--- src/rtl/pipeline_fetch.sv ---
// pipeline_fetch: instruction fetch stage feeding pipeline_decode.
// Owns the PC, issues in-order requests to instruction memory, buffers
// returned words in a small FIFO and presents one instruction per cycle.
// Wrong-path responses still in flight after a redirect are counted and
// dropped as they return.
module pipeline_fetch #(
  parameter logic [31:0] RESET_PC   = 32'hBFC00000,
  parameter int          FIFO_DEPTH = 4
) (
  input  logic        clk,
  input  logic        rst_n,
  output logic        imem_req,
  output logic [31:0] imem_addr,
  input  logic        imem_gnt,
  input  logic        imem_rvalid,
  input  logic [31:0] imem_rdata,
  input  logic        stall,
  input  logic        redirect_valid,
  input  logic [31:0] redirect_pc,
  output logic [31:0] inst_out,
  output logic [31:0] pc_out,
  output logic        inst_valid
);

  localparam int AW = $clog2(FIFO_DEPTH);
  localparam int CW = AW + 1;
  localparam logic [CW:0] DEPTH_CNT = (CW+1)'(FIFO_DEPTH);

  // Architectural state
  logic [31:0]   pc_reg, pc_next;
  logic [CW-1:0] outstanding_reg, outstanding_next;
  logic [CW-1:0] discard_reg, discard_next;
  logic [CW-1:0] fifo_count_reg, fifo_count_next;
  logic [AW-1:0] fifo_wr_ptr_reg, fifo_wr_ptr_next;
  logic [AW-1:0] fifo_rd_ptr_reg, fifo_rd_ptr_next;
  logic [AW-1:0] tag_wr_ptr_reg, tag_wr_ptr_next;
  logic [AW-1:0] tag_rd_ptr_reg, tag_rd_ptr_next;
  logic [31:0]   inst_out_reg, inst_out_next;
  logic [31:0]   pc_out_reg, pc_out_next;
  logic          inst_valid_reg, inst_valid_next;

  // Storage: instruction buffer (word + PC) and PC tags of in-flight requests
  logic [31:0] fifo_inst_mem [FIFO_DEPTH];
  logic [31:0] fifo_pc_mem   [FIFO_DEPTH];
  logic [31:0] tag_pc_mem    [FIFO_DEPTH];
  logic [FIFO_DEPTH-1:0] fifo_we;
  logic [FIFO_DEPTH-1:0] tag_we;

  logic [CW:0] in_use;
  logic        grant;
  logic        drop;
  logic        push;
  logic        pop;
  logic [31:0] tag_head;
  logic        unused_redirect_bits;

  // Fetch addresses are word aligned; the low redirect bits are ignored.
  assign unused_redirect_bits = ^redirect_pc[1:0];

  // Credit: in-flight plus buffered words never exceed the buffer size, so
  // every response is guaranteed a slot.
  assign in_use    = {1'b0, outstanding_reg} + {1'b0, fifo_count_reg};
  assign imem_req  = rst_n && !redirect_valid && (in_use < DEPTH_CNT);
  assign imem_addr = pc_reg;

  assign grant    = imem_req && imem_gnt;
  assign drop     = imem_rvalid && (discard_reg != '0);
  assign push     = imem_rvalid && !drop && !redirect_valid;
  assign pop      = !redirect_valid && !stall && (fifo_count_reg != '0);
  assign tag_head = tag_pc_mem[tag_rd_ptr_reg];

  assign inst_out   = inst_out_reg;
  assign pc_out     = pc_out_reg;
  assign inst_valid = inst_valid_reg;

  // Per-entry write enables for the word buffer and the tag buffer.
  genvar gi;
  generate
    for (gi = 0; gi < FIFO_DEPTH; gi++) begin : g_we
      assign fifo_we[gi] = push  && (fifo_wr_ptr_reg == AW'(gi));
      assign tag_we[gi]  = grant && (tag_wr_ptr_reg  == AW'(gi));
    end
  endgenerate

  // Next-state for PC, credit counters and buffer pointers.
  always_comb begin
    pc_next          = pc_reg;
    outstanding_next = outstanding_reg + CW'(grant) - CW'(imem_rvalid);
    discard_next     = discard_reg;
    fifo_count_next  = fifo_count_reg + CW'(push) - CW'(pop);
    fifo_wr_ptr_next = fifo_wr_ptr_reg;
    fifo_rd_ptr_next = fifo_rd_ptr_reg;
    tag_wr_ptr_next  = tag_wr_ptr_reg;
    tag_rd_ptr_next  = tag_rd_ptr_reg;

    if (grant) begin
      pc_next         = pc_reg + 32'd4;
      tag_wr_ptr_next = tag_wr_ptr_reg + AW'(1);
    end
    // Tags track every request actually sent, so they are never flushed.
    if (imem_rvalid) begin
      tag_rd_ptr_next = tag_rd_ptr_reg + AW'(1);
    end
    if (push) begin
      fifo_wr_ptr_next = fifo_wr_ptr_reg + AW'(1);
    end
    if (pop) begin
      fifo_rd_ptr_next = fifo_rd_ptr_reg + AW'(1);
    end
    if (drop) begin
      discard_next = discard_reg - CW'(1);
    end

    // Redirect: everything still in flight after this cycle is wrong-path.
    if (redirect_valid) begin
      pc_next          = {redirect_pc[31:2], 2'b00};
      discard_next     = outstanding_reg - CW'(imem_rvalid);
      fifo_count_next  = '0;
      fifo_wr_ptr_next = '0;
      fifo_rd_ptr_next = '0;
    end
  end

  // Next-state for the decode-facing output register.
  always_comb begin
    inst_out_next   = inst_out_reg;
    pc_out_next     = pc_out_reg;
    inst_valid_next = inst_valid_reg;
    if (redirect_valid) begin
      inst_out_next   = 32'b0;
      inst_valid_next = 1'b0;
    end else if (stall) begin
      inst_out_next   = inst_out_reg;
    end else if (pop) begin
      inst_out_next   = fifo_inst_mem[fifo_rd_ptr_reg];
      pc_out_next     = fifo_pc_mem[fifo_rd_ptr_reg];
      inst_valid_next = 1'b1;
    end else begin
      inst_out_next   = 32'b0;
      inst_valid_next = 1'b0;
    end
  end

  // State registers with asynchronous reset.
  always_ff @(posedge clk or negedge rst_n) begin
    if (!rst_n) begin
      pc_reg          <= RESET_PC;
      outstanding_reg <= '0;
      discard_reg     <= '0;
      fifo_count_reg  <= '0;
      fifo_wr_ptr_reg <= '0;
      fifo_rd_ptr_reg <= '0;
      tag_wr_ptr_reg  <= '0;
      tag_rd_ptr_reg  <= '0;
      inst_out_reg    <= 32'b0;
      pc_out_reg      <= 32'b0;
      inst_valid_reg  <= 1'b0;
    end else begin
      pc_reg          <= pc_next;
      outstanding_reg <= outstanding_next;
      discard_reg     <= discard_next;
      fifo_count_reg  <= fifo_count_next;
      fifo_wr_ptr_reg <= fifo_wr_ptr_next;
      fifo_rd_ptr_reg <= fifo_rd_ptr_next;
      tag_wr_ptr_reg  <= tag_wr_ptr_next;
      tag_rd_ptr_reg  <= tag_rd_ptr_next;
      inst_out_reg    <= inst_out_next;
      pc_out_reg      <= pc_out_next;
      inst_valid_reg  <= inst_valid_next;
    end
  end

  // Buffer storage; contents are only read once written, so no reset.
  always_ff @(posedge clk) begin
    for (int i = 0; i < FIFO_DEPTH; i++) begin
      if (fifo_we[i]) begin
        fifo_inst_mem[i] <= imem_rdata;
        fifo_pc_mem[i]   <= tag_head;
      end
      if (tag_we[i]) begin
        tag_pc_mem[i] <= pc_reg;
      end
    end
  end

endmodule

--- config.mk ---
export PLATFORM = sky130hd
export DESIGN_NAME = pipeline_fetch
export DESIGN_NICKNAME = d
export VERILOG_FILES = /design/src/rtl/pipeline_fetch.sv
export SDC_FILE = /design/constraint.sdc
export NUM_CORES = 1
export LEC_CHECK = 0
export BUFFER_PORTS_ARGS = -buffer_cell sky130_fd_sc_hd__buf_4
export CAP_MARGIN = 20
export CORE_MARGIN = 2
export CORE_UTILIZATION = 55
export CTS_BUF_LIST = sky130_fd_sc_hd__clkbuf_4
export CTS_CLUSTER_DIAMETER = 80
export CTS_CLUSTER_SIZE = 25
export DETAILED_ROUTE_END_ITERATION = 10
export GPL_TIMING_DRIVEN = 0
export PLACE_DENSITY = 0.78
export SYNTH_ARGS = -nofsm -noshare
export SYNTH_HDL_FRONTEND = slang
export SYNTH_SLANG_ARGS = --single-unit
--- constraint.sdc ---
create_clock -name clk -period 3.1 [get_ports clk]
set_input_delay 0.62 -clock clk [delete_from_list [all_inputs] [get_ports clk]]
set_output_delay 0.62 -clock clk [all_outputs]
set_load 0.05 [all_outputs]
==> Word-level counts from Yosys, hierarchy flattened <==
Memories as Yosys holds them, arrays and structs flattened. A register that Yosys moved wholly into a read port is not among the register bits.
Cells that the tools add are included.
{ "totals": {"register_bits": 82, "ramBits": 384, "in_bits": 70, "wordCells": 131, "memories": 3} }
{ "memory_table": {"columns": ["name", "depth", "width", "rd", "rd_clocked_by_memory_dff", "write_ports", "line", "text"], "rows": [
  ["fifo_inst_mem", 4, 32, 1, 0, 1, "43", "logic [31:0] fifo_inst_mem [FIFO_DEPTH];"],
  ["fifo_pc_mem", 4, 32, 1, 1, 1, "44", "logic [31:0] fifo_pc_mem [FIFO_DEPTH];"],
  ["tag_pc_mem", 4, 32, 1, 0, 1, "45", "logic [31:0] tag_pc_mem [FIFO_DEPTH];"]
]} }
{ "classes": {"n_addsub": 12, "magnitude_cmp": 1, "eq_ne": 7, "n_mux": 58, "bitwise": 2, "reduce_logical": 38} }
{ "op_table": {"columns": ["op", "count"], "rows": [
  ["$mux 32", 14],
  ["$reduce_or 32->1", 9],
  ["$add 32x3->32 const B", 1],
  ["$mux 1", 28],
  ["$mux 2", 13],
  ["$logic_and 1x1->1", 16],
  ["$mux 3", 3],
  ["$sub 3x1->3", 3],
  ["$add 2x1->2 const B", 4],
  ["$eq 2x2->1 const B", 4],
  ["$reduce_bool 2->1", 4],
  ["$add 3x1->3", 2],
  ["$reduce_bool 3->1", 2],
  ["$add 3x3->4", 1],
  ["$eq 2x1->1 const B", 2],
  ["$logic_not 1->1", 4],
  ["$logic_not 2->1", 2],
  ["$lt 4x3->1 const B", 1],
  ["$reduce_and 3->1", 1],
  ["$sub 3x1->3 const B", 1],
  ["$ne 2x1->1 const B", 1],
  ["$not 1->1", 2]
]} }

==> Longest topological paths before layout <==
Gate-level depths: netlist of run 1.
{ "depth": {"ltp_word": 12, "depth_mapped": 12} }

==> Worst setup path after synthesis of run 1 <==
Ideal clock, no wire load.
{ "synth_timing": {"path_kind": "in2reg", "startpoint": "input port redirect_valid", "endpoint": "memory fifo_inst_mem[0][0], enable pin", "arrival_ns": 2.491, "path_slack_ns": 0.182, "cell_stages": 3, "path_cell_list": "clkbuf_1 nor2_1 and2_1"} }
{ "synth_between": {"elab_cells_between_ends": 23, "cone_classes": "mux (14); reduce/logical (9)"} }
{ "synth_rtl": {"columns": ["item", "line", "text"], "rows": [
  ["start: declaration", "18", "input logic redirect_valid,"],
  ["$logic_not 1->1", "68", "assign push = imem_rvalid && !drop && !redirect_valid;"],
  ["$logic_and 1x1->1", "68", null],
  ["$logic_and 1x1->1", "80", "assign fifo_we[gi] = push && (fifo_wr_ptr_reg == AW'(gi));"],
  ["net fifo_we[0]", "46", "logic [FIFO_DEPTH-1:0] fifo_we;"],
  ["$mux 1", "176", "if (fifo_we[i]) begin"],
  ["$mux 1 (implied by the code)", "177", "fifo_inst_mem[i] <= imem_rdata;"],
  ["$mux 1 (no source line) (3 in a row)", null, null],
  ["end: declaration", "43", null]
]} }
The timed path passes the listed nets, and every way through them passes these cells.

==> Final worst setup path of run 1 <==
{ "layout_timing": {"startpoint": "register outstanding_reg[2]", "endpoint": "memory tag_pc_mem[3][17], enable pin"} }
{ "layout_between": {"elab_cells_between_ends": 25, "cone_classes": "add/sub (1); order compare (1); mux (14); reduce/logical (9)"} }
{ "layout_rtl": {"columns": ["item", "line", "text"], "rows": [
  ["start: declaration", "31", "logic [CW-1:0] outstanding_reg, outstanding_next;"],
  ["start signal: assignment", "160", "outstanding_reg <= outstanding_next;"],
  ["$add 3x3->4 (*)", "62", "assign in_use = {1'b0, outstanding_reg} + {1'b0, fifo_count_reg};"],
  ["$lt 4x3->1 (*)", "63", "assign imem_req = rst_n && !redirect_valid && (in_use < DEPTH_CNT);"],
  ["$logic_and 1x1->1 (*)", "63", null],
  ["$logic_and 1x1->1 (*)", "66", "assign grant = imem_req && imem_gnt;"],
  ["$logic_and 1x1->1 (*)", "81", "assign tag_we[gi] = grant && (tag_wr_ptr_reg == AW'(gi));"],
  ["net tag_we[3]", "47", "logic [FIFO_DEPTH-1:0] tag_we;"],
  ["$mux 1 (*)", "180", "if (tag_we[i]) begin"],
  ["$mux 1 (implied by the code) (*)", "181", "tag_pc_mem[i] <= pc_reg;"],
  ["$reduce_or 32->1 (no source line)", null, null],
  ["$mux 2 (no source line) or $mux 1 (tied branches)", null, null],
  ["end: declaration", "45", null]
]} }
The timed path passes the listed nets; every way through them passes the cells marked *.

==> flow_metrics.tcl, run 1 <==
set metrics [dict create \
    status "complete, no violations" \
    hp-class "in -> reg" \
    nFillCells 2342 \
    worst_ep_arrival_time_ns 3.50 \
    grt_pass1_vias 9503 \
    clk_pin_slew_ns 0.24 \
    ir_worst_vdd_mv 0.330 \
    yosysTopAreaCell "edfxtp_1" \
    hold_viol_final 0 \
    core_um2 33300 \
    cp.required_ns 3.50 \
    htree_levels 1 \
    fp-row-count 67 \
    tritoncts "done" \
    post-route-util_pct 63.1 \
    final.setup_skew_ns 0.0473 \
    nets 1261 \
    clkLatencyLatePin_ns 0.75 \
    syn_inst 949 \
    start_kind "register" \
    antenna_found_initial 1 \
    syn_avg_cell_area_um2 19.4 \
    multi_input_area_um2 4340 \
    end_kind "register" \
    wire_per_inst_um 21.7 \
    wirelength_mm 35.5 \
    power_leakage_nw 7.52 \
    yosys-top-cells-area "edfxtp_1 60%, dfrtp_1 14%, mux4_2 11%" \
    cts_inserted_buffers 23 \
    post-route-min-period_ns 3.10 \
    ys_warn_count 0 \
    tns_ns 0 \
    grtUsageTotal_pct 20.4 \
    finalMaxSlewViolations 0 \
    whs_ns 0.0644 \
    total_power_mw 15.2 \
    synthArstFlopShare_pct 23.0 \
    synth-seq-cells 478 \
    die_y_um 187 \
    io_buffer_count 161 \
    area_delta_synth_final_pct 14.0 \
    dpl.cell_count 1566 \
    dieArea_um2 35000 \
    synth_edf_count 368 \
    final-seq-area_um2 13800 \
    cts_max_path_buffers 3 \
    layout.cells.non_filler 1635 \
    drc 0 \
    fmax_mhz 323 \
    pre_cts_ws_ns -0.804 \
    place_hpwl_mm 23.0 \
    synth_cell_types 54 \
    overflow 0 \
    first_pass_iters 6 \
    max-slew-margin-rel_pct 44.3 \
    setup_viol 0 \
    first_iter_violations 761 \
    fin_area_um2 21000 \
    grt_max_degree 71 \
    initial_core_util_pct 55.4 \
    grt_pass1_wl_mm 55.3 \
    worstSetupPathType "reg -> reg" \
    largest_reg_flops 128 \
    maxCapViolCount 0 \
    power.density_nw_per_um2 723 \
    drive_gt1_share_pct 32.2 \
    num_io_pins 168 \
    postRouteAntennaNets 0 \
    chipWidth_um 187 \
    synth_top_area_share_pct 59.9 \
    rsz0062_at_grt "true" \
    fin_crit_sh_pct 99.9 \
    crit_fanout 30 \
    yosysSeqAreaShare_pct 74.9 \
    fin_ws_ns 0.00266 \
    synth_ff_type "edfxtp_1" \
    netlist_area_um2 18400 \
    tightest_slew_ns 0.836 \
    clock_sink_count 478 \
    max_flop_register "fifo_inst_mem" \
    vias 9534 \
    gp_congestion 0.879 \
    largestRegisters "fifo_inst_mem: 128 flops, fifo_pc_mem: 120 flops, tag_pc_mem: 120 flops" \
    dpl-instance-area_um2 20400 \
    vias_per_cell 5.83 \
    clockRootBuffer "clkbuf_4" \
]
synthesized netlist by cell type, types with 5 or more instances:
library cell  instances
edfxtp_1            368
dfrtp_1             101
mux4_2               92
nand2_1              46
a22o_1               32
mux2_2               31
clkbuf_1             26
o21ai_0              23
inv_1                21
nand3_1              20
ha_1                 19
nor2_1               18
buf_2                16
and2_1               11
nor3_1               11
dfstp_2               9
and3_1                7
nand4_1               7
a21oi_1               6
xnor2_1               6
xor2_1                6
a221o_1               5
a31oi_1               5
buf_1                 5
timing repair:
item,4_1_cts,5_1_grt
hold buffers,10,17
setup endpoints to repair,122,64
resized for setup,3,4
buffers inserted,0,1
endpoints found under the hold margin,47,47
placed cells by master, fill, tap and decap left out, drive strengths merged, types with 5 or more instances in the layout:
| cell type | count |
|---|---|
| dlygate4sd3 | 24 |
| o21ai | 23 |
| o311ai | 5 |
| dfrtp | 101 |
| dfstp | 9 |
| nor2 | 18 |
| a221o | 6 |
| nand3 | 22 |
| buf | 194 |
| nand4 | 8 |
| mux2 | 31 |
| xnor2 | 6 |
| clkbuf | 66 |
| ha | 19 |
| a22o | 32 |
| and4 | 5 |
| mux4 | 92 |
| and3 | 7 |
| a21oi | 6 |
| edfxtp | 368 |
| a31oi | 5 |
| and2 | 11 |
| inv | 23 |
| xor2 | 6 |
| nor3 | 11 |
| nand2 | 46 |
critical path, stage by stage, from the launching register on:
cell and delay (ns):
dfrtp_1 0.45, ha_1 0.30, nor3_1 0.20, and4_1 0.21, clkbuf_4 0.19, buf_2 0.26
clkbuf_1 0.39, and2_2 0.78
report_power, final:
group | total (mW) | leakage [nW] | switching [mW] | internal, mW
combinational | 4.64 | 2.63 | 2.79 | 1.85
sequential | 8.24 | 4.70 | 0.436 | 7.80
clock | 2.30 | 0.191 | 1.72 | 0.581
routing by layer:
metal	wire length, um	part of all wire [%]	GRT usage [%]	vias up
li1	-	-	-	4227
met1	15300	43	30.0	4901
met2	17300	49	33.5	361
met3	2360	6.6	2.96	45
met4	506	1.4	3.60	0
met5	0	0	0	-
worst paths after layout:
kind | from | endpoint | slack, ns | cells after the start
max | outstanding_reg[2]$_DFF_PN0_ | tag_pc_mem[3][17]$_DFFE_PP_ | 0.003 | 7
min | redirect_pc[3] | imem_addr[3]$_DFFE_PN0P_ | 0.06 | 3
max reg2reg | outstanding_reg[2]$_DFF_PN0_ | tag_pc_mem[3][17]$_DFFE_PP_ | 0.003 | 7
min reg2reg | inst_valid$_DFFE_PN0P_ | inst_valid$_DFFE_PN0P_ | 0.53 | 1
max in group asynchronous | rst_n | pc_out[18]$_DFFE_PN0P_ | 1.85 | 5
min in group asynchronous | rst_n | imem_addr[27]$_DFFE_PN1P_ | 0.53 | 3
cell families after synthesis:
logic type,after synthesis,synth area share (%)
and+or+nand+nor,142,4.10
xor gates and xnor gates,12,0.570
other,1,0.0203
DFF,478,74.9
adders and majority gates,21,1.51
muxes,127,13.4
AOI/OAI and AO/OA,95,3.83
buffers and inverters,73,1.68
layout make-up:
class	instances	share of cell area (%)
Tap cell	448	2.67
Timing Repair Buffer	194	7.93
Clock buffer	39	1.39
Clock inverter	2	0.119
Antenna cell	1	0.0119
Multi-Input combinational cell	401	20.7
Buffer	51	1.10
Sequential cell	478	65.7
Inverter	21	0.375
Note: power is estimated with default switching activity, not from simulation.
==> run 2: changes to the inputs <==
ABC_AREA = 1   (was unset)
PLACE_DENSITY = 0.77   (was 0.78)
==> flow_metrics.tcl, run 2 <==
set metrics [dict create \
    status "complete, no violations" \
    max_stage_delay_ns 0.55 \
    yosysTopAreaCell "edfxtp_1" \
    worstSetupPathType "in -> reg" \
    end_kind "register" \
    fin_crit_sh_pct 93.4 \
    htree_levels 1 \
    largest_reg_flops 128 \
    initial_core_util_pct 55.9 \
    clk_pin_slew_ns 0.22 \
    synthTopCellsByCount "428 x nand2_1, 368 x edfxtp_1, 194 x nand3_1" \
    num_io_pins 168 \
    pre_cts_ws_ns -0.0690 \
    power_leakage_nw 8.73 \
    final_common_cell "nand2_1" \
    cts_max_path_buffers 3 \
    grt_max_degree 60 \
    fp-row-count 68 \
    rsz0062_at_grt "false" \
    synth_top_area_share_pct 57.0 \
    yosysSeqAreaShare_pct 71.3 \
    first_pass_iters 5 \
    max-slew-margin-rel_pct 33.3 \
    nets 2020 \
    ys_warn_count 0 \
    hold_viol_final 0 \
    yosys-top-cells-area "edfxtp_1 57%, dfrtp_1 13%, nand2_1 8.3%" \
    clockRootBuffer "clkbuf_4" \
    final.setup_skew_ns 0.0692 \
    clock_sink_count 478 \
    syn_avg_cell_area_um2 11.5 \
    core_um2 34600 \
    overflow 0 \
    setup_viol 0 \
    antenna_found_initial 1 \
    syn_inst 1691 \
    nFillCells 2570 \
    synth_cell_types 31 \
    path_cells "dlygate4sd3_1 > clkbuf_8 > inv_1 > nor2_1 > nand2_1 > nor2_2 > nand2_2 > buf_2 > ha_1 > inv_1 > ha_1 > fa_1 > xor2_1" \
    whs_ns 0.0543 \
    wire_per_inst_um 18.4 \
    gp_congestion 0.902 \
    io_buffer_count 160 \
    place_hpwl_mm 29.5 \
    dieArea_um2 36700 \
    fin_ws_ns 0.204 \
    vias_per_cell 5.56 \
    grt_pass1_wl_mm 68.4 \
    synth_ff_type "edfxtp_1" \
    power.density_nw_per_um2 749 \
    drc 0 \
    die_y_um 192 \
    ir_worst_vdd_mv 0.374 \
    tritoncts "done" \
    clkLatencyLatePin_ns 0.78 \
    postRouteAntennaNets 0 \
    netlist_area_um2 19400 \
    cp.required_ns 3.76 \
    worst_ep_arrival_time_ns 3.56 \
    tightest_slew_ns 0.998 \
    area_delta_synth_final_pct 14.6 \
    first_iter_violations 1152 \
    maxCapViolCount 0 \
    synth_edf_count 368 \
    max_flop_register "fifo_inst_mem" \
    crit_fanout 53 \
    vias 13362 \
    start_kind "primary input" \
    chipWidth_um 192 \
    slowest_stage "dlygate4sd3_1" \
    drive_gt1_share_pct 14.6 \
    tns_ns 0 \
    wirelength_mm 44.2 \
    largestRegisters "fifo_inst_mem: 128 flops, fifo_pc_mem: 120 flops, tag_pc_mem: 120 flops" \
    hp-class "in -> reg" \
    synthArstFlopShare_pct 23.0 \
    grt_pass1_vias 12763 \
    synthMostInstantiatedCell "nand2_1" \
    fmax_mhz 345 \
    layout_common_cells "428 x nand2_1, 368 x edfxtp_1, 194 x nand3_1" \
    finalMaxSlewViolations 0 \
    cts_inserted_buffers 24 \
    post-route-min-period_ns 2.90 \
    synth-seq-cells 478 \
    grtUsageTotal_pct 24.1 \
]
==> run 2: critical path, delay by kind of cell <==
kind	cells	cell delay [ns]
buffers and inverters	5	1.36
adders and majority gates	3	0.90
and+or+nand+nor	4	0.43
xor gates and xnor gates	1	0.17
==> run 2: final cells by class <==
cell class                 count  area (um^2)  share of cell area [%]
antenna                        1         2.50                  0.0113
buffer                        91          425                    1.92
clock buffer                  41          308                    1.39
clock inverter                 3         51.3                   0.231
inverter                      70          263                    1.18
multi-input combinational   1055         4940                    22.3
sequential                   478        13800                    62.2
tap                          455          569                    2.57
timing repair buffer         209         1820                    8.19
==> run 2: final timing paths <==
check,start,endpoint,slack [ns],depth (start not counted)
setup / recovery,rst_n,outstanding_reg[2]$_DFF_PN0_,0.20,13
hold / removal,imem_rvalid,tag_rd_ptr_reg[0]$_DFFE_PN0P_,0.05,2
setup reg to reg,outstanding_reg[2]$_DFF_PN0_,outstanding_reg[2]$_DFF_PN0_,0.43,11
hold reg to reg,pc_out[2]$_DFFE_PN0P_,pc_out[2]$_DFFE_PN0P_,0.51,2
max in group asynchronous,rst_n,pc_out[29]$_DFFE_PN0P_,2.05,3
min in group asynchronous,rst_n,pc_out[4]$_DFFE_PN0P_,0.35,2
==> run 2: kinds of logic (layout without fill, tap and decap cells) <==
group,after synthesis,in the layout,share of synthesized area (%)
AND/OR/NAND/NOR,812,812,17.3
flip-flops,478,478,71.3
AO/OA/AOI/OAI,204,204,5.79
buffers and inverters,161,414,3.55
adder cells (fa/ha/maj),21,21,1.43
XOR/XNOR,14,14,0.633
other,1,5,0.0194
==> run 2: metrics by stage <==
stage               cell area, um^2  utilization [%]  std cells  power [mW]
detailed placement            21400             61.9       2318        14.3
floorplan                     19400                -       1694        12.2
global placement              21200             61.1       2309        14.1
global route                  22200             64.1       2403        17.5
finish                        22200             64.1       2403        16.6
CTS                           22200             64.0       2401        16.7
==> run 2: layer usage <==
metal / part of all wire (%) / vias up / wire length [um] / global-route usage [%]
met5: 0 / - / 0 / 0
met4: 2.6 / 0 / 1130 / 7.19
met3: 7.5 / 83 / 3300 / 2.56
met2: 49 / 579 / 21800 / 40.9
met1: 41 / 6397 / 18000 / 33.2
li1: - / 6303 / - / -
==> run 2: power by group <==
part	internal, mW	switching, mW	total (mW)
registers	7.94	0.498	8.44
logic	1.62	4.14	5.76
clock network	0.633	1.80	2.44
total	10.2	6.44	16.6
==> run 2: timing repair <==
item,CTS,global route
endpoints found under the hold margin,169,1
hold buffers,39,1
resized for setup,0,1
buffers inserted,0,0
setup endpoints to repair,0,2
==> run 3: changes to the inputs <==
CELL_PAD_IN_SITES_DETAIL_PLACEMENT = 1   (was unset)
CELL_PAD_IN_SITES_GLOBAL_PLACEMENT = 1   (was unset)
CORE_UTILIZATION = 45   (was 55)
PLACE_DENSITY = unset   (was 0.77)
PLACE_DENSITY_LB_ADDON = 0.1   (was unset)
==> flow_metrics.tcl, run 3 (synthesized netlist as in run 2, its figures left out) <==
set metrics [dict create \
    wirelength_mm 51.2 \
    p_comb_share_pct 34.5 \
    fmax_mhz 344 \
    power.density_nw_per_um2 759 \
    layout_common_cells "428 x nand2_1, 368 x edfxtp_1, 194 x nand3_1" \
    worst_ep_arrival_time_ns 2.29 \
    grt_pass1_wl_mm 79.3 \
    first_pass_iters 4 \
    ir_worst_vdd_mv 0.274 \
    hp-class "in -> reg" \
    total_power_mw 17.2 \
    end_kind "output port" \
    power.switching_mw 6.76 \
    worstSetupPathType "in -> out" \
    maxCapViolCount 0 \
    clk_pin_slew_ns 0.24 \
    overflow 0 \
    nets 2040 \
    fp-row-count 76 \
    die_y_um 211 \
    chipWidth_um 211 \
    postRouteAntennaNets 0 \
    grt_pass1_vias 14117 \
    clockRootBuffer "clkbuf_4" \
    dpl.cell_count 2414 \
    final_common_cell "nand2_1" \
    clock_sink_count 478 \
    drc 0 \
    wire_per_inst_um 20.4 \
    io_buffer_count 160 \
    cts_inserted_buffers 26 \
    clkLatencyLatePin_ns 0.82 \
    layout.cells.non_filler 2516 \
    seqPwrFrac_pct 49.1 \
    max_flop_register "fifo_inst_mem" \
    tightest_slew_ns 0.755 \
    cts_max_path_buffers 3 \
    vias_per_cell 5.34 \
    hold_viol_final 0 \
    tns_ns 0 \
    status "complete, no violations" \
    tritoncts "done" \
    htree_levels 1 \
    largestRegisters "fifo_inst_mem: 128 flops, fifo_pc_mem: 120 flops, tag_pc_mem: 120 flops" \
    rsz0062_at_grt "false" \
    cp.required_ns 2.48 \
    max-slew-margin-rel_pct 49.5 \
    finalMaxSlewViolations 0 \
    setup_viol 0 \
    start_kind "primary input" \
    initial_core_util_pct 45.3 \
    dieArea_um2 44700 \
    fin_crit_sh_pct 93.8 \
    antenna_found_initial 2 \
    post-route-min-period_ns 2.91 \
    p_clk_share_pct 16.4 \
    drive_gt1_share_pct 14.9 \
    crit_fanout 51 \
    grtUsageTotal_pct 23.2 \
    vias 13433 \
    gp_congestion 0.806 \
    rrSetupSlack_ns 0.36 \
    final.setup_skew_ns 0.0386 \
    swShare_pct 39.3 \
    core_um2 42800 \
    area_delta_synth_final_pct 16.9 \
    grt_max_degree 62 \
    cts_setup_buffers 0 \
    largest_reg_flops 128 \
    power_leakage_nw 8.87 \
    first_iter_violations 1014 \
    internal_power_mw 10.4 \
    num_io_pins 168 \
    place_hpwl_mm 35.3 \
]
==> run 3: final timing paths <==
path,start,endpoint,depth (start not counted)
max,rst_n,imem_req,7
min,redirect_pc[23],imem_addr[23]$_DFFE_PN1P_,5
max reg2reg,discard_reg[0]$_DFFE_PN0P_,fifo_pc_mem[1][17]$_DFFE_PP_,9
min reg2reg,pc_out[16]$_DFFE_PN0P_,pc_out[16]$_DFFE_PN0P_,2
max in group asynchronous,rst_n,tag_rd_ptr_reg[0]$_DFFE_PN0P_,3
min in group asynchronous,rst_n,pc_out[9]$_DFFE_PN0P_,2
==> run 3: final cells by class <==
type                       count  area [um^2]
clock buffer                  36          270
buffer                        91          425
fill                        4600        20100
multi-input combinational   1055         4940
sequential                   478        13800
timing repair buffer         227         2070
antenna                        1         2.50
tap                          546          683
inverter                      70          263
clock inverter                12          180
==> run 3: stage by stage <==
stage               instance area [um^2]  setup WS, ns  hold WS (ns)  utilization (%)
finish                             22700         0.193        0.0646             52.9
detailed placement                 21700        -0.145         0.468             50.6
floorplan                          19400         -1.02         0.324                -
global route                       22700        0.0309        0.0155             52.9
global placement                   21300         -3.63         0.463             49.7
CTS                                22600        0.0866       0.00158             52.9
==> run 3: routing by layer <==
metal  global-route usage, %  wire length (um)  vias to the layer above
met2                    39.6             25000                      300
met1                    31.9             23000                     6725
li1                        -                 -                     6334
met3                    2.23              2010                       72
met5                       0                21                        -
met4                    6.34              1170                        2
==> run 3: what timing repair did <==
item / 4_1_cts / 5_1_grt
resized for setup: 0 / 2
endpoints found under the hold margin: 188 / 0
endpoints found under the setup margin: 0 / 1
hold buffers: 53 / 0
==> run 3: critical path, cell delays in order <==
cell           delay, ns
dlygate4sd3_1       0.56
buf_8               0.36
inv_1               0.09
nor2_1              0.12
nand2_1             0.08
nor2_2              0.13
buf_4               0.22
==> run 3: power groups by stage <==
stage | Combinational, mW | Sequential (mW) | Clock [mW]
after floorplan | 2.64 | 9.57 | 0
after global placement | 5.66 | 8.58 | 0
after detailed placement | 5.91 | 8.59 | 0
after CTS | 5.99 | 8.45 | 2.90
after global routing | 6.51 | 8.53 | 3.08
final | 5.93 | 8.44 | 2.82
